## src/rtl/charvram_port_arbiter.sv

```systemverilog
// charvram_port_arbiter: shares the character VRAM write port between a CPU posted-write FIFO and PS2 key echo
module charvram_port_arbiter #(
    parameter int DEPTH_LOG2 = 2,
    parameter int COLS       = 80,
    parameter int ROWS       = 30,
    parameter int MAX_WAIT   = 4
) (
    input  logic        clk,
    input  logic        rst,
    input  logic [31:0] addr_bus,
    input  logic [31:0] cpu_data2bus,
    input  logic        mem_w,
    output logic        cpu_wr_stall,
    output logic [31:0] cpu_data4bus,
    input  logic        ps2_ready,
    input  logic [7:0]  ps2_data,
    output logic        ps2_ack,
    output logic [12:0] addr_2_charvram,
    output logic [7:0]  data_2_charvram,
    output logic        wea_2_charvram,
    output logic [12:0] cursor_pos
);
    localparam int DEPTH = 1 << DEPTH_LOG2;
    localparam int WW = $clog2(MAX_WAIT + 1);
    localparam logic [13:0] CELLS_W = 14'(COLS * ROWS);
    localparam logic [13:0] COLS_W = 14'(COLS);

    logic [21:0] fifo_mem [DEPTH];
    logic [DEPTH_LOG2:0] wptr, rptr, count;
    logic sel, empty, full, push, key_pending, grant_key, grant_cpu, wr_en;
    logic [7:0] key_byte, wr_data;
    logic [WW-1:0] wait_cnt;
    logic [21:0] entry;
    logic [13:0] cur_w, row_next;
    logic [12:0] cursor_inc, nxt_cursor, wr_addr;
    logic unused;

    assign unused = ^{addr_bus[27:0], cpu_data2bus[30:21]};
    assign sel = addr_bus[31:28] == 4'hd;
    assign count = wptr - rptr;
    assign empty = count == '0;
    assign full = count[DEPTH_LOG2];
    assign push = sel && mem_w && !full;
    assign cpu_wr_stall = sel && mem_w && full;
    assign cpu_data4bus = (sel && !mem_w) ? {10'b0, key_pending, full, empty, 6'b0, cursor_pos} : '0;
    assign entry = fifo_mem[rptr[DEPTH_LOG2-1:0]];
    assign grant_key = key_pending && (empty || wait_cnt >= WW'(MAX_WAIT));
    assign grant_cpu = !grant_key && !empty;

    // Entry layout: {cursor-set flag, cell address, character}
    always_ff @(posedge clk)
        if (push) fifo_mem[wptr[DEPTH_LOG2-1:0]] <= {cpu_data2bus[31], cpu_data2bus[20:8], cpu_data2bus[7:0]};

    always_comb begin
        cur_w = {1'b0, cursor_pos};
        row_next = (cur_w / COLS_W + 14'd1) * COLS_W;
        cursor_inc = (cur_w + 14'd1 == CELLS_W) ? '0 : cursor_pos + 13'd1;
        nxt_cursor = cursor_pos;
        wr_en = 1'b0;
        wr_addr = addr_2_charvram;
        wr_data = data_2_charvram;
        if (grant_cpu) begin
            if (entry[21]) nxt_cursor = ({1'b0, entry[20:8]} < CELLS_W) ? entry[20:8] : '0;
            else begin
                wr_en = 1'b1;
                wr_addr = entry[20:8];
                wr_data = entry[7:0];
            end
        end else if (grant_key) begin
            if (key_byte >= 8'h20 && key_byte <= 8'h7e) begin
                wr_en = 1'b1;
                wr_addr = cursor_pos;
                wr_data = key_byte;
                nxt_cursor = cursor_inc;
            end else if (key_byte == 8'h0d) nxt_cursor = (row_next >= CELLS_W) ? '0 : row_next[12:0];
            else if (key_byte == 8'h08 && cursor_pos != '0) begin
                // Backspace blanks the cell it moves onto
                nxt_cursor = cursor_pos - 13'd1;
                wr_en = 1'b1;
                wr_addr = cursor_pos - 13'd1;
                wr_data = 8'h20;
            end
        end
    end

    always_ff @(posedge clk or posedge rst)
        if (rst) begin
            wptr <= '0;
            rptr <= '0;
            key_pending <= 1'b0;
            key_byte <= '0;
            ps2_ack <= 1'b0;
            wait_cnt <= '0;
            cursor_pos <= '0;
            wea_2_charvram <= 1'b0;
            addr_2_charvram <= '0;
            data_2_charvram <= '0;
        end else begin
            if (push) wptr <= wptr + 1'b1;
            if (grant_cpu) rptr <= rptr + 1'b1;
            ps2_ack <= ps2_ready && !key_pending;
            if (ps2_ready && !key_pending) begin
                key_pending <= 1'b1;
                key_byte <= ps2_data;
            end else if (grant_key) key_pending <= 1'b0;
            if (grant_key) wait_cnt <= '0;
            else if (grant_cpu && key_pending && wait_cnt < WW'(MAX_WAIT)) wait_cnt <= wait_cnt + 1'b1;
            cursor_pos <= nxt_cursor;
            wea_2_charvram <= wr_en;
            addr_2_charvram <= wr_addr;
            data_2_charvram <= wr_data;
        end
endmodule

```

## config.mk

```make
export PLATFORM = sky130hd
export DESIGN_NAME = charvram_port_arbiter
export DESIGN_NICKNAME = d
export VERILOG_FILES = /design/src/rtl/charvram_port_arbiter.sv
export SDC_FILE = /design/constraint.sdc
export NUM_CORES = 1
export LEC_CHECK = 0
export ABC_CLOCK_PERIOD_IN_PS = 5000
export CAP_MARGIN = 40
export CORE_MARGIN = 2
export CORE_UTILIZATION = 30
export CTS_CLUSTER_DIAMETER = 40
export DETAILED_ROUTE_END_ITERATION = 8
export GPL_ROUTABILITY_DRIVEN = 0
export PLACE_DENSITY = 0.63
export SYNTH_ARGS = -nofsm -noshare
export SYNTH_HDL_FRONTEND = slang
export SYNTH_SLANG_ARGS = --single-unit
```

## constraint.sdc

```tcl
create_clock -name clk -period 5 [get_ports clk]
set_input_delay 1 -clock clk [delete_from_list [all_inputs] [get_ports clk]]
set_output_delay 1 -clock clk [all_outputs]
set_load 0.005 [all_outputs]
```

== Word-level counts from Yosys, hierarchy flattened ==
Memory sizes are Yosys's and may differ from the RTL's.
Index checks and enable logic that the tools add are counted.

* Memory bits (writable): 88
* Memory bits (read-only): 0
* Word-level logic and storage cells: 93
* Output and inout port bits: 69
* Memories kept: 1
* Flip-flop bits (word level): 54
* Latch bits: 0
* Bits of input ports: 76

* $lt $le $gt $ge: 6
* Divide/modulo/power cells: 1
* Multipliers: 1
* Add/sub/neg operators: 8
* Muxes and demuxes: 33
* Reduce and logical (&&, ||, !) cells: 26
* Equality and inequality tests: 7
* Shift operators: 0
* Bitwise logic cells: 0

{| class="wikitable"
|+ Memory list
! name !! words !! width !! read ports !! clocked after Yosys merged registers in !! write ports !! line !! text
|-
| fifo_mem || 4 || 22 || 1 || 0 || 1 || 28 || <nowiki>logic [21:0] fifo_mem [DEPTH];</nowiki>
|}

{| class="wikitable"
|+ Operators by type and width
! kind !! count
|-
| 13-bit 2-to-1 mux || 14
|-
| 8-bit 2-to-1 mux || 6
|-
| 22-bit 2-to-1 mux || 1
|-
| 8-bit by 4-bit equality test with 1-bit output (second input constant) || 2
|-
| 13-bit by 1-bit adder with 14-bit output (second input constant) || 1
|-
| 14-bit by 1-bit adder with 14-bit output (second input constant) || 1
|-
| 13-bit by 7-bit divider with 14-bit output (second input constant) || 1
|-
| 14-bit by 12-bit equality test with 1-bit output (second input constant) || 1
|-
| 14-bit by 12-bit greater-or-equal comparator with 1-bit output (second input constant) || 1
|-
| 14-bit by 3-bit multiplier with 10-bit output (second input constant) || 1
|-
| 13-bit by 1-bit adder with 13-bit output (second input constant) || 1
|-
| 13-bit by 12-bit < comparator with 1-bit output (second input constant) || 1
|-
| 13-bit nonzero test || 1
|-
| 13-bit by 1-bit subtractor with 13-bit output (second input constant) || 1
|-
| 1-bit logical AND || 11
|-
| 1-bit 2-to-1 mux || 10
|-
| 3-bit by 1-bit adder with 3-bit output (second input constant) || 3
|-
| 8-bit by 6-bit greater-or-equal comparator with 1-bit output (second input constant) || 1
|-
| 8-bit by 7-bit <= comparator with 1-bit output (second input constant) || 1
|-
| 3-bit 2-to-1 mux || 2
|-
| 2-bit nonzero test || 3
|-
| 1-bit zero test || 5
|-
| 4-bit equality test (second input constant) || 1
|-
| 4-bit AND reduction || 1
|-
| 11 further kinds || 11
|}

== Depth between registers and ports, before layout ==
Gate-level depths: netlist (run 1).

* Depth after elaboration: 10
* Gate-level depth with buffers: 24
* Depth with buffers taken out: 21

== Worst setup path after synthesis (run 1) ==
OpenSTA, ideal clock, no wires.

* Kind: register to register
* From: register cursor_pos[10]
* To: register cursor_pos[11]
* Required time: 4.868 ns
* Setup slack: -0.182 ns
* Period minus slack after synthesis: 5.182 ns
* Cell stages (with the launch flop): 24
* Library setup time: 0.132 ns
* Path buffers: 2
* Data arrival time: 5.050 ns
* Path through: dfrtp_1 > and2b_1 > buf_6 > o221a_1 > o221a_4 > and2_4 > a311oi_4 > nand4b_4 > a221o_1 > nand2_1 > ha_1 > nand3_1 > xor2_1 > ha_1 > ha_1 > a21o_1 > a21oi_1 > nor3_1 > o311a_1 > and3_1 > clkbuf_1 > a221o_1 > a31oi_1 > a21oi_1

* Word-level cells in the longest chain between the ends: 9
* Elaborated cells on any way between the ends: 19
* Classes of those cells: 4 x add/sub; 1 x mul; 1 x div; 1 x order compare; 1 x eq/ne; 7 x mux; 4 x reduce/logical

{| class="wikitable"
|+ Ends and longest elaborated chain
! what !! line !! text
|-
| start, declared || 21 || <nowiki>output logic [12:0] cursor_pos</nowiki>
|-
| start signal, assigned || 108 || <nowiki>cursor_pos <= nxt_cursor;</nowiki>
|-
| 13-bit by 7-bit divider with 14-bit output || 56 || <nowiki>row_next = (cur_w / COLS_W + 14'd1) * COLS_W;</nowiki>
|-
| 14-bit by 1-bit adder with 14-bit output || 56 ||
|-
| 14-bit by 3-bit multiplier with 10-bit output || 56 ||
|-
| 14-bit by 12-bit greater-or-equal comparator with 1-bit output || 75 || <nowiki>end else if (key_byte == 8'h0d) nxt_cursor = (row_next >= CELLS_W) ? '0 : row_next[12:0];</nowiki>
|-
| 13-bit 2-to-1 mux (2 in a row) || 75 ||
|-
| 13-bit 2-to-1 mux || 70 || <nowiki>if (key_byte >= 8'h20 && key_byte <= 8'h7e) begin</nowiki>
|-
| 13-bit 2-to-1 mux || 69 || <nowiki>end else if (grant_key) begin</nowiki>
|-
| 13-bit 2-to-1 mux || 62 || <nowiki>if (grant_cpu) begin</nowiki>
|}

Parallel ways exist; a longest one is shown, timed or not. The select of a mux whose other input is x is not followed.
A chain may end at the register's enable or synchronous reset.

== Worst setup path in the final report (run 1) ==
* From: register cursor_pos[12]
* To: register cursor_pos[5]

The elaborated chain is that of the path after synthesis.

==> out/summary.log, run 1 <==
[route] residual antenna-violating net count after detailed routing 0
[min_path] startpoint of the lowest-slack hold path wait_cnt[0]
[sta] f_max 199 MHz
[die] row count 60
[route] vias post-DR 6647
[yosys] fraction of the yosys area taken by sequential cells 0.487
[yosys] combined area of all synthesized cells 8210 µm²
[cells_and_area] utilization after layout 0.408
[cells_and_area] fill count 2549
[yosys] synthesized area divided by synthesized cell count 10.9 µm²
[global_route] antenna violations before repair 0
[cts] sinks on the clock net 142
[cells_and_area] highest-count cells in the layout ignoring fill and taps buf_4 (97), clkdlybuf4s50_1 (90), edfxtp_1 (88)
[cells_and_area] diode count 0
[route] Routed Wire Length 22500 µm
[critical_path] startpoint class of the critical path flop
[critical_path] kind of end point of the critical path flop
[global_route] number of global-route vias before repair 6527
[cells_and_area] growth of design area from synthesis to finish 33.7%
[sta] max-slew violation count 0
[sta] PnR worst setup slack -0.0175 ns
[sta] final period demand of the worst path 5.02 ns
[cts] # hold bufs at CTS 0
[run_status] outcome finished with violations
[critical_path] worst-path maximum fanout 7
[cells_and_area] storage element area 4000 µm²
[route] mean number of vias per cell 5.24
[critical_path] R2R Path Start cursor_pos[12]
[cells_and_area] net total in the final layout 1016
[yosys] number of enable-type register cells in the synthesized netlist 88
[place] instance area at placement 9930 µm²
[sta] worst clock skew 0.00837 ns
[critical_path] startpoint of the most critical setup path cursor_pos[12]
[sta] final setup violation count 2
[cells_and_area] final design instance area without fill 11000 µm²
[yosys] top area cells in the synthesized netlist edfxtp_1 (32%), dfrtp_1 (16%), mux4_2 (6.0%), ha_1 (3.7%), nand2_1 (3.2%)
[global_route] gr usage total 0.158
[sta] unrepaired setup endpoints after global routing yes
[yosys] total of flip-flops plus latches after synthesis 142
[cts] clk_lat worst skew 0.42 ns
[power] largest voltage drop on the vdd net 712 µV
[cts] clock tree root buffer cell clkbuf_16
[die] I/O pin count 145
[critical_path] worst path required time 5.30 ns
[global_route] first-pass GRT wire length 35500 µm
[global_route] largest net degree at the start of global routing 41
[sta] relative slew slack 0.480
[route] number of iterations in the first detailed-routing pass 7
[sta] final hold violations 0
[sta] actual slew at the worst max-slew pin 0.778 ns
[cts] CTS HTree Levels 4
[yosys] count of different cell masters after synthesis 90
[power] leak pwr 4.12 nW
[die] floorplan die height 169 µm
[place] hpwl dp 16200 µm
[power] pwr/cell area 854 nW/µm²
[die] Core Region 26900 µm²
[cells_and_area] Multi-input gate area 4120 µm²
[route] wire length per cell 17.8 µm
[route] DR DRC count 0
[die] die width 169 µm
[yosys] number of cells produced by synthesis 751
[min_path] class of the tightest hold or removal check reg2reg
[run] max-cap viol count 0
[die] initial standard-cell utilization of the core 0.305
[global_route] aggregate global routing overflow 0
[cells_and_area] most common cell after layout, fill and taps aside buf_4
[critical_path] arrival time at the worst endpoint 5.32 ns
[yosys] Yosys top cell area share 0.322
[cts] total CTS buffers 17
[yosys] ys flop type edfxtp_1
[yosys] largest area contributor in the netlist edfxtp_1
[cts] clock-pin slew of the registers on the worst-case setup and hold paths 0.07 ns
[cts] clock tree from TritonCTS done
[cells_and_area] share of final-layout standard cells stronger than drive strength 1 0.246
[yosys] Yosys warnings 0
[sta] final critical-path share of the clock period 1.00
[place] IO buf count 90
[run_status] violated checks negative setup slack
[route] first-iteration detailed-routing DRC count 456
[critical_path] type of the worst setup path reg2reg
[yosys] fraction of synthesis flops using an asynchronous set or reset pin 0.380
[die] floorplan die area 28700 µm²
[cts] largest buffer count on any clock path 2
## through the flow
step	power, W	hold WS [ns]	setup slack, ns	TNS [ns]	std cells
final	0.00938	0.481	-0.0175	-0.0212	1269
after global routing	0.0101	0.509	-0.216	-1.18	1269
after floorplan	0.00521	0.457	0.0241	0	767
after detailed placement	0.00730	0.476	-0.276	-1.41	1216
after global placement	0.00725	0.468	-0.197	-0.928	1215
after CTS	0.00885	0.485	-0.122	-0.550	1260
## synthesized netlist by cell type (4+ instances only)
library cell and n:
a211oi_1 5, a21o_1 5, a21oi_1 43, a221o_1 9, a221oi_1 6, a31oi_1 9
and2_1 13, and3_1 9, buf_1 5, buf_2 7, buf_4 17, clkbuf_1 35
dfrtp_1 54, edfxtp_1 88, ha_1 24, inv_1 20, mux2_2 8, mux4_2 22
nand2_1 69, nand2b_1 5, nand3_1 15, nand4_1 8, nand4b_1 4, nor2_1 55
nor2b_1 4, nor3_1 21, nor4_1 5, o21ai_0 51, o221ai_1 4, or3_1 7
xnor2_1 26, xor2_1 14
## metal layers
layer | vias up | GRT usage | part of all wire
met2 | 236 | 0.263 | 0.49
li1 | 3115 | - | -
met1 | 3259 | 0.203 | 0.43
met5 | - | 0 | 0
met4 | 0 | 0.0717 | 0.031
met3 | 37 | 0.0252 | 0.050
## registers in the layout (all words and copies together), names as in the netlist
signal,flops
wptr,3
data_2_charvram,8
addr_2_charvram,13
wait_cnt,3
ps2_ack,1
key_byte,8
key_pending,1
rptr,3
fifo_mem,88
cursor_pos,13
wea_2_charvram,1
## critical path: stages (launching register included)
cell and delay, ns:
dfrtp_2 0.45, buf_6 0.14, nand2b_4 0.13, a31o_1 0.28
a211oi_4 0.34, a221oi_2 0.14, a311oi_4 0.29, nand4b_4 0.13
a221o_1 0.36, nand2_2 0.11, ha_4 0.16, nand3_4 0.10
xor2_4 0.19, ha_4 0.26, buf_6 0.12, fa_2 0.39
a21oi_2 0.15, o21bai_1 0.10, xor2_1 0.18, o21ai_1 0.09
and3_4 0.22, a221o_1 0.34, o21ai_1 0.15, a21oi_1 0.08
## power breakdown
| part | internal (W) | leakage (nW) | switching [W] | total, W |
|---|---|---|---|---|
| combinational | 0.00312 | 2.38 | 0.00323 | 0.00635 |
| clock | 0.000752 | 0.290 | 0.000525 | 0.00128 |
| sequential | 0.00150 | 1.45 | 0.000253 | 0.00175 |
| total | 0.00537 | 4.12 | 0.00401 | 0.00938 |
## path summary, 6_finish.rpt
kind                            endpoint  slack, ns  cells past startpoint
setup reg to reg           cursor_pos[5]      -0.02                     23
min in group asynchronous        ps2_ack       0.99                      2
setup / recovery           cursor_pos[5]      -0.02                     23
hold reg to reg              wait_cnt[0]       0.48                      1
max in group asynchronous        wptr[2]       3.21                      3
hold / removal               wait_cnt[0]       0.48                      1
## kinds of logic (layout without fill, tap and decap cells)
group	Yosys count	count (layout)	synth area share
flip-flops	142	142	0.487
AND/OR/NAND/NOR	239	239	0.150
adder cells (fa/ha/maj)	26	26	0.0404
multiplexers	33	33	0.0750
other	1	17	0.000457
XOR/XNOR	40	40	0.0427
buffers and inverters	89	250	0.0523
AO/OA/AOI/OAI	181	181	0.153
## repair_timing
action	in CTS	in global routing
gates cloned	0	0
resized for setup	21	35
buffers inserted	12	10
setup endpoints to repair	7	8
pin swaps	26	39
## cell type report
| type | instances | area share |
|---|---|---|
| repair buffers | 196 | 0.159 |
| multi-input cells | 536 | 0.376 |
| flip-flops and latches | 142 | 0.364 |
| clock inverters | 15 | 0.0157 |
| clock buffers | 17 | 0.0388 |
| well taps | 341 | 0.0389 |
| inverters | 22 | 0.00752 |
No activity file was read; power rests on OpenSTA's default activity.
==> run 2, diff against run 1 <==
CORE_MARGIN = 1.5   (was 2)
==> run 2 against run 1 <==
The flow still finishes with violations (negative setup slack). Utilization down 0.56 points. Maximum frequency is 0.21% lower. Power fell by 1.9%. Hold slack better by 0.0017 ns. Clock skew increased by 0.0049 ns. Routed wire length down 1.4%. Critical path type unchanged. Critical endpoint is now cursor_pos[11].
==> out/summary.log, run 2 (synthesized netlist as in run 1, its figures left out) <==
[run_status] outcome finished with violations
[run_status] violated checks negative setup slack
[critical_path] delay contributed by the slowest stage of the critical path 0.44 ns
[sta] max-slew violation count 0
[critical_path] type of the worst setup path reg2reg
[power] Gate power share 0.664
[place] IO buf count 90
[power] fraction of power spent switching nets 0.428
[cells_and_area] final design instance area without fill 10800 µm²
[power] Power, Total 0.00920 W
[cells_and_area] Multi-input gate area 4030 µm²
[power] largest voltage drop on the vdd net 513 µV
[route] metal2 WL 10600 µm
[die] floorplan die area 28400 µm²
[critical_path] Slowest-stage cell, CP dfrtp_2
[sta] relative slew slack 0.469
[power] pwr/cell area 850 nW/µm²
[route] met1 wire length 9790 µm
[sta] worst clock skew 0.0132 ns
[cells_and_area] net total in the final layout 1008
[route] Routed Wire Length 22200 µm
[global_route] largest net degree at the start of global routing 41
[min_path] class of the tightest hold or removal check reg2reg
[global_route] gr usage total 0.160
[global_route] number of global-route vias before repair 6378
[cells_and_area] storage element area 4000 µm²
[cts] clock tree root buffer cell clkbuf_16
[cells_and_area] share of final-layout standard cells stronger than drive strength 1 0.234
[sta] PnR worst setup slack -0.0281 ns
[cells_and_area] diode count 0
[cells_and_area] highest-count cells in the layout ignoring fill and taps buf_4 (92), clkdlybuf4s50_1 (90), edfxtp_1 (88)
[cells_and_area] fill count 2598
[critical_path] arrival time at the worst endpoint 5.31 ns
[run] max-cap viol count 0
[route] wire length per cell 17.6 µm
[critical_path] worst-path maximum fanout 7
[global_route] aggregate global routing overflow 0
[cts] total CTS buffers 17
[place] instance area at placement 9940 µm²
[cts] largest buffer count on any clock path 2
[cts] clock-pin slew of the registers on the worst-case setup and hold paths 0.07 ns
[route] vias post-DR 6467
[cts] clk_lat worst skew 0.42 ns
[route] mean number of vias per cell 5.13
[die] floorplan die height 168 µm
[critical_path] worst path required time 5.28 ns
[cts] sinks on the clock net 142
[critical_path] startpoint class of the critical path flop
[route] Routed met3 length 984 µm
[global_route] antenna violations before repair 0
[power] Clk network pwr share 0.146
[place] hpwl dp 16100 µm
[cts] clock tree from TritonCTS done
[route] DR DRC count 0
[global_route] first-pass GRT wire length 35200 µm
[sta] actual slew at the worst max-slew pin 0.795 ns
[critical_path] Worst path most repeated cell ha_4
[sta] final hold violations 0
[route] number of iterations in the first detailed-routing pass 5
[sta] final period demand of the worst path 5.03 ns
[power] switching power of the nets 0.00394 W
[critical_path] Critical Path, Cell by Cell buf_6, or3b_4, o221a_4, and2_4, a311oi_4, nand4b_4, a221o_1, nand2_2, ha_4, nand3_4, xor2_4, ha_4, ha_4, a21o_1, a21oi_4, o21a_1, o311a_1, and3_4, a221o_1, a31oi_1, a21oi_1
[sta] final setup violation count 1
[critical_path] kind of end point of the critical path flop
[power] internal power summed over all cells 0.00526 W
[sta] final critical-path share of the clock period 1.01
[cells_and_area] most common cell after layout, fill and taps aside buf_4
[die] die width 168 µm
[route] residual antenna-violating net count after detailed routing 0
[sta] f_max 199 MHz
[sta] unrepaired setup endpoints after global routing yes
[power] leak pwr 4.06 nW
[cts] CTS HTree Levels 4
[cells_and_area] growth of design area from synthesis to finish 31.9%
[power] share of power burned in registers 0.190
[route] max layer used met4
[cells_and_area] utilization after layout 0.403
[die] Core Region 26900 µm²
[die] initial standard-cell utilization of the core 0.305
[cells_and_area] flip-flop count of the largest register, all copies and words added 88
[route] first-iteration detailed-routing DRC count 372
[die] I/O pin count 145
[die] row count 60
[run 2: cell count changes in the layout (fill, tap and decap cells not counted), sizes merged]
cell and change:
buf -8, clkinv +2, inv -1, clkinvlp -2
bufinv +1
[run 2: critical path, delay by kind of cell, from the launching register on]
family	cells	cell delay, ns
fa+ha+maj	3	0.69
compound gates	10	2.30
simple gates	6	1.11
xor+xnor	1	0.22
flops	1	0.44
buf+inv	1	0.14
[run 2: final cells by class]
type / count / share of cell area
clock buffer: 17 / 0.0393
sequential: 142 / 0.369
inverter: 22 / 0.00763
timing repair buffer: 188 / 0.153
clock inverter: 15 / 0.0183
multi-input combinational: 536 / 0.373
tap: 341 / 0.0394
[run 2: power by group through the flow]
| stage | combinational, W | sequential, W | clock, W |
|---|---|---|---|
| 2_1_floorplan | 0.00354 | 0.00167 | 0 |
| 3_5_place_dp | 0.00554 | 0.00177 | 0 |
| 6_report | 0.00611 | 0.00175 | 0.00134 |
| 4_1_cts | 0.00575 | 0.00175 | 0.00136 |
| 5_1_grt | 0.00670 | 0.00178 | 0.00141 |
| 3_3_place_gp | 0.00549 | 0.00177 | 0 |
[run 2: timing repair]
item | in CTS | in global routing
buffers inserted | 9 | 0
pin swaps | 15 | 9
setup endpoints to repair | 7 | 8
gates resized for setup | 18 | 23
hold buffers | 0 | 0
[run 2: worst paths after layout]
check / start / endpoint / slack (ns) / cells after the start
setup / recovery: cursor_pos[10] / cursor_pos[11] / -0.03 / 21
setup reg to reg: cursor_pos[10] / cursor_pos[11] / -0.03 / 21
hold reg to reg: wait_cnt[0] / wait_cnt[0] / 0.48 / 1
hold / removal: wait_cnt[0] / wait_cnt[0] / 0.48 / 1
min in group asynchronous: rst / ps2_ack / 0.90 / 2
max in group asynchronous: rst / cursor_pos[8] / 3.23 / 3
[run 2: stage by stage]
| stage | TNS [ns] | setup slack (ns) | cells | hold WS [ns] |
|---|---|---|---|---|
| finish | -0.0281 | -0.0281 | 1261 | 0.482 |
| global placement | -1.03 | -0.251 | 1220 | 0.467 |
| floorplan | 0 | 0.0241 | 767 | 0.457 |
| global route | -0.998 | -0.225 | 1261 | 0.496 |
| detailed placement | -0.958 | -0.243 | 1220 | 0.474 |
| CTS | -0.225 | -0.0860 | 1261 | 0.489 |
[run 2: metal layers]
layer,GRT usage,vias up
li1,-,3085
met1,0.213,3125
met2,0.258,209
met3,0.0226,48
met4,0.0730,0
met5,0,-
